File: src/rtl/id_stage_if.sv
// Bus between the IF/ID latch, write-back and hazard sources and the decode stage.
// The slave side is the decode stage; the master side is whatever surrounds it.
interface id_stage_if #(
  parameter int DATA_W = 32
);
  // IF/ID latch
  logic [31:0]       if_pc;
  logic [31:0]       if_instr;
  logic              if_valid;
  // write-back port
  logic              wb_en;
  logic [4:0]        wb_dest;
  logic [DATA_W-1:0] wb_value;
  // in-flight destinations for RAW detection
  logic              exe_wb_en;
  logic [4:0]        exe_dest;
  logic              mem_wb_en;
  logic [4:0]        mem_dest;
  // same-cycle controls back to fetch
  logic              hazard_stall;
  logic              br_taken;
  logic [31:0]       br_addr;
  // ID/EX pipeline register
  logic [31:0]       id_pc;
  logic [DATA_W-1:0] id_val1;
  logic [DATA_W-1:0] id_val2;
  logic [DATA_W-1:0] id_st_val;
  logic [4:0]        id_dest;
  logic [3:0]        id_exe_cmd;
  logic              id_mem_r;
  logic              id_mem_w;
  logic              id_wb_en;

  modport master (
    output if_pc, if_instr, if_valid, wb_en, wb_dest, wb_value,
           exe_wb_en, exe_dest, mem_wb_en, mem_dest,
    input  hazard_stall, br_taken, br_addr, id_pc, id_val1, id_val2,
           id_st_val, id_dest, id_exe_cmd, id_mem_r, id_mem_w, id_wb_en
  );

  modport slave (
    input  if_pc, if_instr, if_valid, wb_en, wb_dest, wb_value,
           exe_wb_en, exe_dest, mem_wb_en, mem_dest,
    output hazard_stall, br_taken, br_addr, id_pc, id_val1, id_val2,
           id_st_val, id_dest, id_exe_cmd, id_mem_r, id_mem_w, id_wb_en
  );
endinterface

File: src/rtl/id_stage.sv
// MIPS decode stage: register file, BEQ/BNE/J resolution, RAW stall and ID/EX register.
// Defining ID_STATS_EN adds stat_stalls/stat_branches event counters.
module id_stage #(
  parameter int REG_COUNT = 32,
  parameter int DATA_W    = 32
) (
  input  logic        clk,
  input  logic        rst,
  id_stage_if.slave   bus
`ifdef ID_STATS_EN
  ,
  output logic [31:0] stat_stalls,
  output logic [31:0] stat_branches
`endif
);

  typedef enum logic [5:0] {
    OP_RTYPE = 6'h00,
    OP_J     = 6'h02,
    OP_BEQ   = 6'h04,
    OP_BNE   = 6'h05,
    OP_ADDI  = 6'h08,
    OP_LW    = 6'h23,
    OP_SW    = 6'h2B
  } opcode_e;

  typedef enum logic [3:0] {
    CMD_ADD = 4'd0,
    CMD_SUB = 4'd1,
    CMD_AND = 4'd2,
    CMD_OR  = 4'd3,
    CMD_NOR = 4'd4,
    CMD_XOR = 4'd5,
    CMD_SLL = 4'd6,
    CMD_SRL = 4'd7,
    CMD_SRA = 4'd8
  } exe_cmd_e;

  typedef enum logic [3:0] {
    CLS_NOP,
    CLS_ALU_R,
    CLS_SHIFT,
    CLS_ADDI,
    CLS_LW,
    CLS_SW,
    CLS_BEQ,
    CLS_BNE,
    CLS_J
  } op_class_e;

  typedef struct packed {
    logic [31:0]       pc;
    logic [DATA_W-1:0] val1;
    logic [DATA_W-1:0] val2;
    logic [DATA_W-1:0] st_val;
    logic [4:0]        dest;
    exe_cmd_e          cmd;
    logic              mem_r;
    logic              mem_w;
    logic              wb_en;
  } idex_t;

  logic [5:0]  op;
  logic [5:0]  funct;
  logic [4:0]  rs;
  logic [4:0]  rt;
  logic [4:0]  rd;
  logic [4:0]  shamt;
  logic [15:0] imm;
  logic [25:0] target;

  assign op     = bus.if_instr[31:26];
  assign rs     = bus.if_instr[25:21];
  assign rt     = bus.if_instr[20:16];
  assign rd     = bus.if_instr[15:11];
  assign shamt  = bus.if_instr[10:6];
  assign funct  = bus.if_instr[5:0];
  assign imm    = bus.if_instr[15:0];
  assign target = bus.if_instr[25:0];

  op_class_e cls;
  exe_cmd_e  dec_cmd;

  always_comb begin
    // NOTE: every combinational output gets a default first so no path leaves it unassigned (no latch).
    cls     = CLS_NOP;
    dec_cmd = CMD_ADD;
    case (op)
      OP_RTYPE: begin
        case (funct)
          6'h20: begin cls = CLS_ALU_R; dec_cmd = CMD_ADD; end
          6'h22: begin cls = CLS_ALU_R; dec_cmd = CMD_SUB; end
          6'h24: begin cls = CLS_ALU_R; dec_cmd = CMD_AND; end
          6'h25: begin cls = CLS_ALU_R; dec_cmd = CMD_OR;  end
          6'h27: begin cls = CLS_ALU_R; dec_cmd = CMD_NOR; end
          6'h26: begin cls = CLS_ALU_R; dec_cmd = CMD_XOR; end
          6'h00: begin cls = CLS_SHIFT; dec_cmd = CMD_SLL; end
          6'h02: begin cls = CLS_SHIFT; dec_cmd = CMD_SRL; end
          6'h03: begin cls = CLS_SHIFT; dec_cmd = CMD_SRA; end
          default: ;
        endcase
      end
      OP_ADDI: cls = CLS_ADDI;
      OP_LW:   cls = CLS_LW;
      OP_SW:   cls = CLS_SW;
      OP_BEQ:  cls = CLS_BEQ;
      OP_BNE:  cls = CLS_BNE;
      OP_J:    cls = CLS_J;
      default: ;
    endcase
  end

  logic [DATA_W-1:0] regs_q [REG_COUNT];

  // NOTE: the register file is reset deliberately: architectural state must read 0 after rst.
  always_ff @(posedge clk or posedge rst) begin
    if (rst) begin
      for (int i = 0; i < REG_COUNT; i++) regs_q[i] <= '0;
    end else if (bus.wb_en && bus.wb_dest != 5'd0) begin
      regs_q[bus.wb_dest] <= bus.wb_value;
    end
  end

  // Read ports bypass the same-cycle write so decode never sees a stale value.
  logic [DATA_W-1:0] rs_val;
  logic [DATA_W-1:0] rt_val;

  assign rs_val = (rs == 5'd0) ? '0 :
                  (bus.wb_en && bus.wb_dest == rs) ? bus.wb_value : regs_q[rs];
  assign rt_val = (rt == 5'd0) ? '0 :
                  (bus.wb_en && bus.wb_dest == rt) ? bus.wb_value : regs_q[rt];

  logic use_rs;
  logic use_rt;
  logic rs_hit;
  logic rt_hit;
  logic stall;

  assign use_rs = cls inside {CLS_ALU_R, CLS_ADDI, CLS_LW, CLS_SW, CLS_BEQ, CLS_BNE};
  assign use_rt = cls inside {CLS_ALU_R, CLS_SHIFT, CLS_SW, CLS_BEQ, CLS_BNE};

  assign rs_hit = (rs != 5'd0) &&
                  ((bus.exe_wb_en && bus.exe_dest == rs) || (bus.mem_wb_en && bus.mem_dest == rs));
  assign rt_hit = (rt != 5'd0) &&
                  ((bus.exe_wb_en && bus.exe_dest == rt) || (bus.mem_wb_en && bus.mem_dest == rt));

  // A pending producer wins over a same-cycle write-back to the same register.
  assign stall = bus.if_valid && ((use_rs && rs_hit) || (use_rt && rt_hit));

  logic        br_cond;
  logic        taken;
  logic [31:0] br_off;

  always_comb begin
    br_cond = 1'b0;
    case (cls)
      CLS_BEQ: br_cond = (rs_val == rt_val);
      CLS_BNE: br_cond = (rs_val != rt_val);
      CLS_J:   br_cond = 1'b1;
      default: ;
    endcase
  end

  assign br_off = {{14{imm[15]}}, imm, 2'b00};
  assign taken  = bus.if_valid && !stall && br_cond;

  assign bus.hazard_stall = stall;
  assign bus.br_taken     = taken;
  assign bus.br_addr      = !taken          ? 32'd0 :
                            (cls == CLS_J)  ? {bus.if_pc[31:28], target, 2'b00} :
                                              bus.if_pc + br_off;

  logic [DATA_W-1:0] imm_sext;
  logic [DATA_W-1:0] shamt_zext;

  assign imm_sext   = {{(DATA_W-16){imm[15]}}, imm};
  assign shamt_zext = {{(DATA_W-5){1'b0}}, shamt};

  idex_t idex_d;
  idex_t idex_q;

  // Branches, J, NOPs, stalls and empty slots all leave an all-zero bubble.
  always_comb begin
    idex_d = '0;
    if (bus.if_valid && !stall) begin
      case (cls)
        CLS_ALU_R: begin
          idex_d.pc    = bus.if_pc;
          idex_d.val1  = rs_val;
          idex_d.val2  = rt_val;
          idex_d.dest  = rd;
          idex_d.cmd   = dec_cmd;
          idex_d.wb_en = 1'b1;
        end
        CLS_SHIFT: begin
          idex_d.pc    = bus.if_pc;
          idex_d.val1  = rt_val;
          idex_d.val2  = shamt_zext;
          idex_d.dest  = rd;
          idex_d.cmd   = dec_cmd;
          idex_d.wb_en = 1'b1;
        end
        CLS_ADDI, CLS_LW: begin
          idex_d.pc    = bus.if_pc;
          idex_d.val1  = rs_val;
          idex_d.val2  = imm_sext;
          idex_d.dest  = rt;
          idex_d.cmd   = CMD_ADD;
          idex_d.mem_r = (cls == CLS_LW);
          idex_d.wb_en = 1'b1;
        end
        CLS_SW: begin
          idex_d.pc     = bus.if_pc;
          idex_d.val1   = rs_val;
          idex_d.val2   = imm_sext;
          idex_d.st_val = rt_val;
          idex_d.cmd    = CMD_ADD;
          idex_d.mem_w  = 1'b1;
        end
        default: ;
      endcase
    end
  end

  // NOTE: sequential state uses non-blocking assignments so every flop samples pre-edge values.
  always_ff @(posedge clk or posedge rst) begin
    if (rst) idex_q <= '0;
    else     idex_q <= idex_d;
  end

  assign bus.id_pc      = idex_q.pc;
  assign bus.id_val1    = idex_q.val1;
  assign bus.id_val2    = idex_q.val2;
  assign bus.id_st_val  = idex_q.st_val;
  assign bus.id_dest    = idex_q.dest;
  assign bus.id_exe_cmd = idex_q.cmd;
  assign bus.id_mem_r   = idex_q.mem_r;
  assign bus.id_mem_w   = idex_q.mem_w;
  assign bus.id_wb_en   = idex_q.wb_en;

`ifdef ID_STATS_EN
  logic [31:0] stat_stalls_q;
  logic [31:0] stat_branches_q;

  always_ff @(posedge clk or posedge rst) begin
    if (rst) begin
      stat_stalls_q   <= '0;
      stat_branches_q <= '0;
    end else begin
      if (stall) stat_stalls_q   <= stat_stalls_q + 32'd1;
      if (taken) stat_branches_q <= stat_branches_q + 32'd1;
    end
  end

  assign stat_stalls   = stat_stalls_q;
  assign stat_branches = stat_branches_q;
`endif

endmodule

File: src/flat_wrapper.sv
// flat-port wrapper written by rule: the top's interface ports become plain ports
module id_stage_flat 
#(
  parameter int REG_COUNT = 32,
  parameter int DATA_W    = 32
)
  (clk, rst, bus_if_pc, bus_if_instr, bus_if_valid, bus_wb_en, bus_wb_dest, bus_wb_value, bus_exe_wb_en, bus_exe_dest, bus_mem_wb_en, bus_mem_dest, bus_hazard_stall, bus_br_taken, bus_br_addr, bus_id_pc, bus_id_val1, bus_id_val2, bus_id_st_val, bus_id_dest, bus_id_exe_cmd, bus_id_mem_r, bus_id_mem_w, bus_id_wb_en);
  id_stage_if #(.DATA_W(DATA_W)) bus_i ();
  input  logic clk;
  input  logic rst;
  input wire logic [$bits(bus_i.if_pc)-1:0] bus_if_pc;
  input wire logic [$bits(bus_i.if_instr)-1:0] bus_if_instr;
  input wire logic [$bits(bus_i.if_valid)-1:0] bus_if_valid;
  input wire logic [$bits(bus_i.wb_en)-1:0] bus_wb_en;
  input wire logic [$bits(bus_i.wb_dest)-1:0] bus_wb_dest;
  input wire logic [$bits(bus_i.wb_value)-1:0] bus_wb_value;
  input wire logic [$bits(bus_i.exe_wb_en)-1:0] bus_exe_wb_en;
  input wire logic [$bits(bus_i.exe_dest)-1:0] bus_exe_dest;
  input wire logic [$bits(bus_i.mem_wb_en)-1:0] bus_mem_wb_en;
  input wire logic [$bits(bus_i.mem_dest)-1:0] bus_mem_dest;
  output wire logic [$bits(bus_i.hazard_stall)-1:0] bus_hazard_stall;
  output wire logic [$bits(bus_i.br_taken)-1:0] bus_br_taken;
  output wire logic [$bits(bus_i.br_addr)-1:0] bus_br_addr;
  output wire logic [$bits(bus_i.id_pc)-1:0] bus_id_pc;
  output wire logic [$bits(bus_i.id_val1)-1:0] bus_id_val1;
  output wire logic [$bits(bus_i.id_val2)-1:0] bus_id_val2;
  output wire logic [$bits(bus_i.id_st_val)-1:0] bus_id_st_val;
  output wire logic [$bits(bus_i.id_dest)-1:0] bus_id_dest;
  output wire logic [$bits(bus_i.id_exe_cmd)-1:0] bus_id_exe_cmd;
  output wire logic [$bits(bus_i.id_mem_r)-1:0] bus_id_mem_r;
  output wire logic [$bits(bus_i.id_mem_w)-1:0] bus_id_mem_w;
  output wire logic [$bits(bus_i.id_wb_en)-1:0] bus_id_wb_en;
  assign bus_i.if_pc = bus_if_pc;
  assign bus_i.if_instr = bus_if_instr;
  assign bus_i.if_valid = bus_if_valid;
  assign bus_i.wb_en = bus_wb_en;
  assign bus_i.wb_dest = bus_wb_dest;
  assign bus_i.wb_value = bus_wb_value;
  assign bus_i.exe_wb_en = bus_exe_wb_en;
  assign bus_i.exe_dest = bus_exe_dest;
  assign bus_i.mem_wb_en = bus_mem_wb_en;
  assign bus_i.mem_dest = bus_mem_dest;
  assign bus_hazard_stall = bus_i.hazard_stall;
  assign bus_br_taken = bus_i.br_taken;
  assign bus_br_addr = bus_i.br_addr;
  assign bus_id_pc = bus_i.id_pc;
  assign bus_id_val1 = bus_i.id_val1;
  assign bus_id_val2 = bus_i.id_val2;
  assign bus_id_st_val = bus_i.id_st_val;
  assign bus_id_dest = bus_i.id_dest;
  assign bus_id_exe_cmd = bus_i.id_exe_cmd;
  assign bus_id_mem_r = bus_i.id_mem_r;
  assign bus_id_mem_w = bus_i.id_mem_w;
  assign bus_id_wb_en = bus_i.id_wb_en;
  id_stage #(.REG_COUNT(REG_COUNT), .DATA_W(DATA_W)) u_core (.clk(clk), .rst(rst), .bus(bus_i));
endmodule
File: config.mk
export PLATFORM = sky130hd
export DESIGN_NAME = id_stage_flat
export DESIGN_NICKNAME = d
export VERILOG_FILES = /design/src/rtl/id_stage_if.sv /design/src/rtl/id_stage.sv /design/src/flat_wrapper.sv
export SDC_FILE = /design/constraint.sdc
export NUM_CORES = 2
export LEC_CHECK = 0
export CAP_MARGIN = 0
export CORE_ASPECT_RATIO = 1.2
export CORE_MARGIN = 10
export CORE_UTILIZATION = 45
export CTS_BUF_LIST = sky130_fd_sc_hd__clkbuf_2 sky130_fd_sc_hd__clkbuf_4 sky130_fd_sc_hd__clkbuf_8
export DETAILED_ROUTE_END_ITERATION = 8
export DONT_BUFFER_PORTS = 1
export PLACE_DENSITY = 0.66
export SYNTH_ARGS = -nofsm -noshare
export SYNTH_HDL_FRONTEND = slang
export SYNTH_SLANG_ARGS = --single-unit
File: constraint.sdc
create_clock -name clk -period 35.3 [get_ports clk]
set_input_delay 5.295 -clock clk [delete_from_list [all_inputs] [get_ports clk]]
set_output_delay 5.295 -clock clk [all_outputs]
set_load 0.05 [all_outputs]
* Yosys cells after proc, flatten, opt, wreduce, memory -nomap -nowiden
Cells that the tools add are included.
** Storage, ports and cells
- Output and inout bits :: 174
- Logic and storage cells :: 141
- Bits of input ports :: 117
- Register bits :: 1164
** Cells by class
- Equality and inequality tests :: 30
- Bitwise gates (word level) :: 3
- $lt $le $gt $ge :: 4
- Multiplexer cells :: 28
- $add $sub $neg :: 1
- Reduce and logical (&&, ||, !) cells :: 34
** Operators by type and width (number)
- bitwise mux 1024 bit :: 1
- two-way mux 32 bit :: 12
- binary-select mux 32 bit (select 5 bit) :: 2
- one-hot mux 96 bit (3 select lines) :: 1
- demux 32 bit (select 5 bit) :: 1
- two-way mux 140 bit :: 1
- equality test 6 bit (second input constant) :: 8
- adder 32 bit :: 1
- equality test 32 bit :: 1
- inequality test 32 bit :: 1
- one-hot mux 4 bit (8 select lines) :: 1
- equality test 5 bit :: 6
- one-hot mux 4 bit (7 select lines) :: 1
- nonzero test 5 bit :: 4
- equality test 6 x 2 -> 1 bit (second input constant) :: 3
- >= comparator 6 bit (second input constant) :: 3
- NOT 5 -> 6 bit :: 3
- equality test 4 x 3 -> 1 bit (second input constant) :: 4
- logical AND 1 bit :: 15
- equality test 6 x 3 -> 1 bit (second input constant) :: 2
- zero test 6 bit :: 2
- zero test 5 bit :: 2
- one-hot mux 5 bit (2 select lines) :: 1
- equality test 4 x 2 -> 1 bit (second input constant) :: 2
- 15 further kinds :: 22

* Longest topological paths before layout
- Word-level depth :: 13
- Mapped depth :: 18
- Depth with buffers taken out :: 13

* Worst setup path before layout
Ideal clock, no wire load.
- Kind :: input-to-output
- Start :: input port bus_if_instr[21]
- End :: output port bus_br_addr[4]
- Data arrival time :: 9408 ps
- Required time :: 30005 ps
- Path buffers :: 5
- Slack :: 20597 ps
- Cell stages on the path :: 15
- Path through :: buf_6 buf_6 buf_6 buf_4 buf_2 mux4_2 mux2i_1 a22oi_1 a32oi_1 xnor2_1 nand4_2 nor4_4 and3_2 o31ai_4 a211oi_1
** Between the ends
- Cells in the longest elaborated chain, start to end :: 11
- Elaborated cells on any way between the ends :: 26
- Classes of those cells :: eq/ne (5); mux (7); bitwise (1); reduce/logical (13)
** RTL lines
- start, declared :: line flat_wrapper.sv:12 : input wire logic [$bits(bus_i.if_instr)-1:0] bus_if_instr;
- branches (longest 9 deep; another with binary-select mux 32 bit (select 5 bit))
- logical AND 1 bit * :: line id_stage.sv:165 : assign taken = bus.if_valid && !stall && br_cond;
- two-way mux 32 bit * :: line id_stage.sv:169 : assign bus.br_addr = !taken ? 32'd0 :
- end, declared :: line flat_wrapper.sv:23 : output wire logic [$bits(bus_i.br_addr)-1:0] bus_br_addr;
Every way passes the cells marked *. The select of a mux whose other input is x is not followed.

* Worst setup path in the final report
- Start :: input port bus_if_instr[21]
- End :: output port bus_br_addr[23]
** Between the ends
- Cells in the longest elaborated chain, start to end :: 11
- Elaborated cells on any way between the ends :: 27
- Classes of those cells :: eq/ne (5); mux (8); bitwise (1); reduce/logical (13)
** RTL lines (line)
- branches (longest 10 deep; another with binary-select mux 32 bit (select 5 bit))
- two-way mux 32 bit * :: id_stage.sv:169
Marked as above.

==> flow_metrics.py <==
metrics = {
    "drt": {
        "antenna_left": 0,
        "drc": 0,
        "via_per_inst": 6.862,
        "route.final.wire_length_um": 225100,
        "dr_total_vias": 43120,
        "drt_iter0_drc": 5347,
        "dr.pass1.iters": 8,
        "wire_per_inst_um": 35.82,
    },
    "sta": {
        "slew_headroom_pct": -79.89,
        "skew_ns": 0.04192,
        "hold_viol": 0,
        "fin_tns_setup_ns": 0,
        "setup_viol": 0,
        "finalMaxSlewViolations": 370,
        "tightest_slew_ns": 2.698,
        "timing.fmax_mhz": 58.60,
        "finalCritPeriodShare_pct": 48.35,
        "fin_crit_ns": 17.07,
        "grt_setup_unrepaired": "false",
    },
    "pwr": {
        "ir_drop_mv": 0.04062,
        "leakagePower_nw": 29.35,
        "power_density_mw_per_mm2": 53.84,
        "total_power_w": 0.003648,
    },
    "layout": {
        "fin_nets": 4471,
        "fin_area_sq_mm": 0.06775,
        "post-route-util_pct": 48.59,
        "fin_cells": 6283,
        "final_common_cell": "dfrtp_1",
        "final_cell_mix": "1164 x dfrtp_1, 1015 x mux2_2, 419 x mux4_2",
        "area_growth_syn_to_layout_pct": 7.143,
        "final_layout_size_suffix_gt1_share_pct": 43.78,
        "fill_cells": 12010,
        "multi_input_area_sq_mm": 0.03183,
        "seq_area_sq_mm": 0.02913,
    },
    "logic_synthesis": {
        "yosysUniqueCellTypes": 96,
        "ys_seq_elements": 1164,
        "async_flop_share_pct": 100.0,
        "ys_seq_area_share_pct": 46.06,
        "syn-mean-instance-area_sq_um": 13.98,
        "ys.flop_type": "dfrtp_1",
        "synth_cells": 4523,
        "syn-num-nets": 4670,
        "synth_edf_count": 0,
        "netlist_area_sq_mm": 0.06324,
        "yosys_warnings": 0,
    },
    "worst_setup_path": {
        "start_kind": "input port",
        "crit_required_ns": 30.00,
        "crit_arrival_ns": 11.77,
        "worst_setup_path_end_kind": "primary output",
        "r2r_end": "u_core.bus.id_val1[2]",
        "path_max_fanout": 262,
        "reg2reg_slack_ns": 31.91,
        "path_cells": "mux4_2 > mux2i_1 > nand2_1 > a41o_1 > o21a_1 > nor4_2 > nand4_2 > nor4_4 > and3_2 > o31ai_4 > buf_4 > a211oi_2",
        "reg2regPathDepth": 6,
        "path_class": "in2out",
        "cpMaxStageDelayCell": "mux4_2",
        "slowest_delay_ns": 1.32,
        "r2r-start": "u_core.regs_q[226]",
    },
    "die": {
        "core_sq_mm": 0.1394,
        "io_pins": 291,
        "die_h_um": 430.6,
        "die_x_um": 362.2,
        "dieArea_sq_mm": 0.1560,
        "start_util_pct": 45.35,
        "rows": 150,
    },
    "hold_path": {
        "hp-class": "reg2reg",
        "whs_endpoint": "u_core.regs_q[1012]",
        "hold-path-cell-count": 0,
        "worstHoldStart": "u_core.regs_q[1012]",
    },
    "cts": {
        "clkSinkCount": 1164,
        "hold_buffers": 0,
        "cts_tree": "yes",
        "cts_buffers": 180,
        "clk_latency_ns": 0.93,
        "cts.repair.resized": 0,
        "cts_setup_buffers": 0,
        "path_clk_slew_ns": 0.06,
        "htree_levels": 4,
        "cts_root_buffer": "clkbuf_8",
        "clockBufferDepth": 3,
    },
    "grt": {
        "met1_usage_pct": 34.32,
        "grt_use_met2_pct": 43.77,
        "grt_first_pass_wirelength_um": 320400,
        "grt.busiest_layer": "met2",
        "track_usage_pct": 28.28,
        "grt_max_degree": 310,
        "gr-total-overflow": 0,
        "antenna_found_initial": 20,
        "met3_usage_pct": 9.601,
        "grt_pass1_vias": 43570,
    },
    "placement": {
        "port-buffer-count": 0,
        "dpl-instance-area_sq_mm": 0.06396,
        "place_inst": 5966,
        "gp_congestion": 0.9674,
        "place.detailed.hpwl_um": 136000,
    },
    "run_status": {
        "run_status": "finished with violations",
        "failed_checks": "slew limit",
    },
    "job": {
        "maxCapViolations": 0,
    },
}
==> area by class of cell <==
| class | count | area share (%) |
|---|---|---|
| timing repair buffer | 84 | 0.9307 |
| clock buffer | 276 | 5.191 |
| clock inverter | 32 | 0.3786 |
| tap | 1824 | 3.368 |
| multi-input combinational | 2871 | 46.97 |
| sequential | 1164 | 42.99 |
| antenna | 9 | 0.03324 |
| inverter | 23 | 0.1330 |
==> critical path, delay by kind of cell <==
| family | cells | cell delay [ns] |
|---|---|---|
| AO/OA/AOI/OAI | 4 | 1.32 |
| buffers and inverters | 1 | 0.29 |
| multiplexers | 2 | 1.80 |
| AND/OR/NAND/NOR | 5 | 1.89 |
==> logic make-up (layout without fill, tap and decap cells) <==
family	after synthesis	count (layout)	synth area share, %
AO/OA/AOI/OAI	512	512	5.617
XOR/XNOR	76	76	1.064
AND/OR/NAND/NOR	591	591	4.808
adder cells (fa/ha/maj)	30	30	0.6055
other	0	9	0
multiplexers	1662	1662	37.80
buffers and inverters	488	415	4.044
flip-flops	1164	1164	46.06
==> sequential cells by signal (all words and copies together) (netlist names) <==
register	count
u_core.regs_q	1024
u_core.bus.id_pc	32
u_core.bus.id_st_val	32
u_core.bus.id_val1	32
u_core.bus.id_val2	32
u_core.bus.id_dest	5
u_core.bus.id_exe_cmd	4
u_core.bus.id_mem_r	1
u_core.bus.id_mem_w	1
u_core.bus.id_wb_en	1
==> worst max-delay path by stage <==
stage	endpoint	slack [ns]	from
after global routing	bus_br_addr[23]	19.13	bus_if_instr[21]
after detailed placement	bus_br_addr[23]	19.85	bus_if_instr[16]
final	bus_br_addr[23]	18.23	bus_if_instr[21]
after global placement	bus_br_addr[23]	19.88	bus_if_instr[18]
after floorplan	u_core.bus.id_dest[0]	13.93	rst
after CTS	bus_br_addr[23]	19.82	bus_if_instr[16]
==> synthesized netlist by cell type, drive strengths merged (23+ instances only) <==
cell,n,share of area (%)
buf,215,2.4
o22ai,104,1.0
a22oi,66,0.78
mux2i,177,2.8
nand2,102,0.61
mux4,465,17
dfrtp,1164,46
nor2,201,1.2
a211oi,23,0.30
inv,23,0.14
mux2,1020,18
ha,29,0.57
and2,47,0.46
o21ai,51,0.40
a21oi,112,0.98
xor2,33,0.46
xnor2,43,0.61
nand3,34,0.27
clkbuf,250,1.5
nor3,46,0.39
==> stage by stage <==
step / worst slack, ns / hold slack, ns
finish: 18.23 / 0.3987
global route: 19.13 / 0.4022
CTS: 19.82 / 0.3951
detailed placement: 19.85 / 0.3810
global placement: 19.88 / 0.3757
floorplan: 13.93 / 0.4385
==> metal layers <==
metal / routed length (um) / up-vias / share of wire [%]
li1: - / 16900 / -
met1: 81530 / 22800 / 36
met2: 102300 / 2711 / 45
met3: 25890 / 700 / 12
met4: 15270 / 14 / 6.8
met5: 95 / - / 0.042
==> power by group <==
part / switching, W / total [W] / internal, W
sequential: 0.000165 / 0.00172 / 0.00156
combinational: 0.000295 / 0.000724 / 0.000430
clock: 0.000558 / 0.00120 / 0.000641
total: 0.00102 / 0.00365 / 0.00263
Power figures use the tool's default switching activity.
